## config.mk

```make
export PLATFORM = sky130hd
export DESIGN_NAME = sweep_settle_cnt
export DESIGN_NICKNAME = d
export VERILOG_FILES = /design/src/rtl/gate_sweep_pkg.sv /design/src/rtl/gate_sweep_checker_settle_cnt.sv
export SDC_FILE = /design/constraint.sdc
export NUM_CORES = 1
export LEC_CHECK = 0
export ABC_AREA = 1
export CELL_PAD_IN_SITES_DETAIL_PLACEMENT = 0
export CELL_PAD_IN_SITES_GLOBAL_PLACEMENT = 1
export CORE_AREA = 3 3 40 42
export CTS_CLUSTER_DIAMETER = 120
export DETAILED_ROUTE_END_ITERATION = 6
export DIE_AREA = 0 0 43 45
export PLACE_DENSITY_LB_ADDON = 0.1
export REMOVE_ABC_BUFFERS = 1
export SLEW_MARGIN = 20
export SYNTH_ARGS = -nofsm -noshare
export SYNTH_HDL_FRONTEND = slang
export SYNTH_SLANG_ARGS = --single-unit
```

## constraint.sdc

```tcl
create_clock -name clk -period 3.22 [get_ports clk]
set_clock_uncertainty 0.15 [all_clocks]
set_input_delay 0.322 -clock clk [delete_from_list [all_inputs] [get_ports clk]]
set_output_delay 0.322 -clock clk [all_outputs]
set_load 0.01 [all_outputs]
```

## src/rtl/gate_sweep_pkg.sv

```systemverilog
// gate_sweep_pkg: shared sizes and FSM state encodings for the gate sweep checker
package gate_sweep_pkg;
  localparam int NVEC = 4;
  localparam int IDX_W = 2;
  localparam int SETTLE_W = 4;
  localparam int ERR_W = 3;
  localparam logic [1:0] IDLE  = 2'd0;
  localparam logic [1:0] DRIVE = 2'd1;
  localparam logic [1:0] DONE  = 2'd2;
endpackage

```

## src/rtl/gate_sweep_checker_settle_cnt.sv

```systemverilog
// sweep_settle_cnt: loadable down-counter that stops at zero and flags it
module sweep_settle_cnt
  import gate_sweep_pkg::*;
(
  input  logic                clk,
  input  logic                rst_n,
  input  logic                load,
  input  logic                en,
  input  logic [SETTLE_W-1:0] val,
  output logic                zero
);
  logic [SETTLE_W-1:0] cnt;
  always_ff @(posedge clk or negedge rst_n)
    if (!rst_n) cnt <= '0;
    else if (load) cnt <= val;
    else if (en && cnt != '0) cnt <= cnt - SETTLE_W'(1);
  assign zero = cnt == '0;
endmodule

```

==> results.yml <==
global_route:
  grt_pass1_vias: 232
  use_met2_pct: 10.5
  grt.total_usage_pct: 6.86
  grt_overflow: 0
  met1_usage_pct: 8.54
  grt_busiest_layer: "met2"
  grt_pass1_wl_um: 959
  antenna_found_initial: 0
  grt_use_met3_pct: 1.20
  grt_max_degree: 9
timing:
  finalCritPeriodShare_pct: 63.7
  fin_setup_tns_ns: 0
  rsz0062_at_grt: "no"
  drv_slew: 0
  timing.hold.ws_ns: 0.141
  worstMarginPinSlew_ns: 0.283
  min_period_ns: 2.05
  fmax_mhz: 487
  max-slew-margin-rel_pct: 81.1
  finalHoldViolCount: 0
  setup_violations: 0
setup_path:
  critPathKind: "flip-flop to output port"
  r2r_cells: 7
  cp_common_cell: "inv_1"
  cp_cell_sequence: "inv_1 > ha_1 > nand2_2 > inv_1 > clkdlybuf4s50_1"
  crit_cells: 5
  cp_slowest_stage_delay_ns: 0.52
  cp_slowest_cell: "clkdlybuf4s50_1"
  critPathCaptureType: "output port"
  worstReg2RegStart: "cnt[0]"
  reg2reg_slack_ns: 1.91
  crit_path_start_kind: "flip-flop"
  r2r-end: "cnt[1]"
  cp.arrival_ns: 1.58
  critPathRequiredTime_ns: 2.75
  crit_end: "zero"
  critPathLaunch: "cnt[0]"
  critPathMaxFanout: 3
  path_delay_family: "buffers and inverters"
  crit_buf_inv: 3
status:
  status: "finished clean"
route:
  drt_iter0_drc: 0
  vias: 290
  wirelength_um: 617
  drt-wirelength-per-cell_um: 8.57
  ant_nets: 0
  firstDrtPassIters: 1
  drc: 0
  viasPerCell: 4.03
cells_and_area:
  diodes: 0
  final_nets: 68
  largest_reg_flops: 4
  post-route-util_pct: 32.4
  drive_gt1_share_pct: 14.0
  fillCellCount: 143
  reg_top3: "cnt x4"
  syn2layout_area_growth_pct: 41.1
  top_register: "cnt"
floorplan:
  die_h_um: 45
  die-area_um2: 1940
  initial_utilization_pct: 23.0
  die_w_um: 43
  fp.coreArea_um2: 1280
  row_count: 13
  ios: 9
cts:
  cts-htree-levels: 1
  cts_root_buffer: "clkbuf_4"
  cts.sinks: 4
  cts_hold_buf: 0
  postCtsSetupBuffers: 0
  clk_pin_slew_ns: 0.04
  cts_tree: "yes"
  cts-buffers-inserted: 3
  clk_path_buf_depth: 2
  clk_latency_ns: 0.23
  cts.repair.resized: 0
synth:
  postSynthCellCount: 46
  ys_ff_latch: 4
  syn_avg_cell_area_um2: 6.42
  netlist_area_um2: 295
  yosys.cell_types.count: 13
  seq_area_frac_synth_pct: 33.9
  yosysWarnings: 0
power:
  p_leak_nw: 0.223
  ir_drop_mv: 0.179
  power.density_nw_per_um2: 487
worst_hold_path:
  hold_path.class: "primary input to asynchronous set/reset pin"
placement:
  io_buffer_count: 8
  hpwlAfterDp_um: 520
  place_congestion: 0.670
job:
  cap_violations: 0
==> per-stage QoR <==
step,area (um2),setup slack (ns),instances,total power (W)
floorplan,295,1.94,46,0.000118
detailed placement,394,1.40,69,0.000145
finish,417,1.17,72,0.000203
global route,417,1.08,72,0.000223
CTS,417,1.15,72,0.000209
global placement,394,1.42,69,0.000145
==> how the worst min path moves through the flow <==
stage | from | to | cells after the start
after floorplan | rst_n | cnt[0] | 0
after global placement | rst_n | cnt[3] | 1
after detailed placement | cnt[0] | cnt[0] | 2
after CTS | rst_n | cnt[2] | 1
after global routing | rst_n | cnt[3] | 1
final | rst_n | cnt[2] | 1
==> cells in the final DEF (no fill, tap or decap) <==
cell,instances
nor2_1,2
nand2_2,2
nand3b_1,2
inv_1,5
ha_1,1
dfrtp_1,4
o21ai_0,2
nor2_2,1
clkdlybuf4s50_1,8
nand2_4,1
clkbuf_4,3
nand2_1,21
clkinv_1,1
nand3_1,3
inv_2,1
==> report_power, final <==
part	switching, W	internal (W)	leakage [nW]
Sequential	0.0000100	0.0000608	0.0489
Combinational	0.0000384	0.0000333	0.160
Clock	0.0000188	0.0000416	0.0138
Total	0.0000671	0.000136	0.223
==> worst reg2reg max path: stages, from the launching register on <==
cell	delay [ns]
dfrtp_1	0.39
inv_1	0.10
ha_1	0.21
nand2_2	0.09
nand2_4	0.09
nand2_2	0.06
nand2_1	0.06
nand2_1	0.05
==> kinds of logic (layout without fill, tap and decap cells) <==
| family | Yosys count | count (layout) | synth area share [%] |
|---|---|---|---|
| simple gates | 32 | 32 | 49.6 |
| flops | 4 | 4 | 33.9 |
| fa+ha+maj | 1 | 1 | 4.24 |
| buf+inv | 7 | 18 | 8.90 |
| compound gates | 2 | 2 | 3.39 |
==> cell usage after synthesis (all sizes together) <==
cell    instances  area (um2)
nor2            3        13.8
nand3           3        15.0
nand2          24         103
o21ai           2        10.0
inv             6        22.5
nand3b          2        15.0
clkinv          1        3.75
ha              1        12.5
dfrtp           4         100
==> area by class of cell <==
type	count	area, um2	share of cell area [%]
multi-input combinational	35	169	40.5
clock buffer	3	22.5	5.41
tap	15	18.8	4.50
inverter	7	26.3	6.31
timing repair buffer	8	80.1	19.2
sequential	4	100	24.0
==> metal layers <==
metal  up-vias  share of wire [%]  routed length, um
met5         -                  0                  0
met4         0                  0                  0
met3         0                3.4                 21
met2         4                 47                288
met1       123                 50                307
li1        163                  -                  -
No activity file was read; power rests on OpenSTA's default activity.
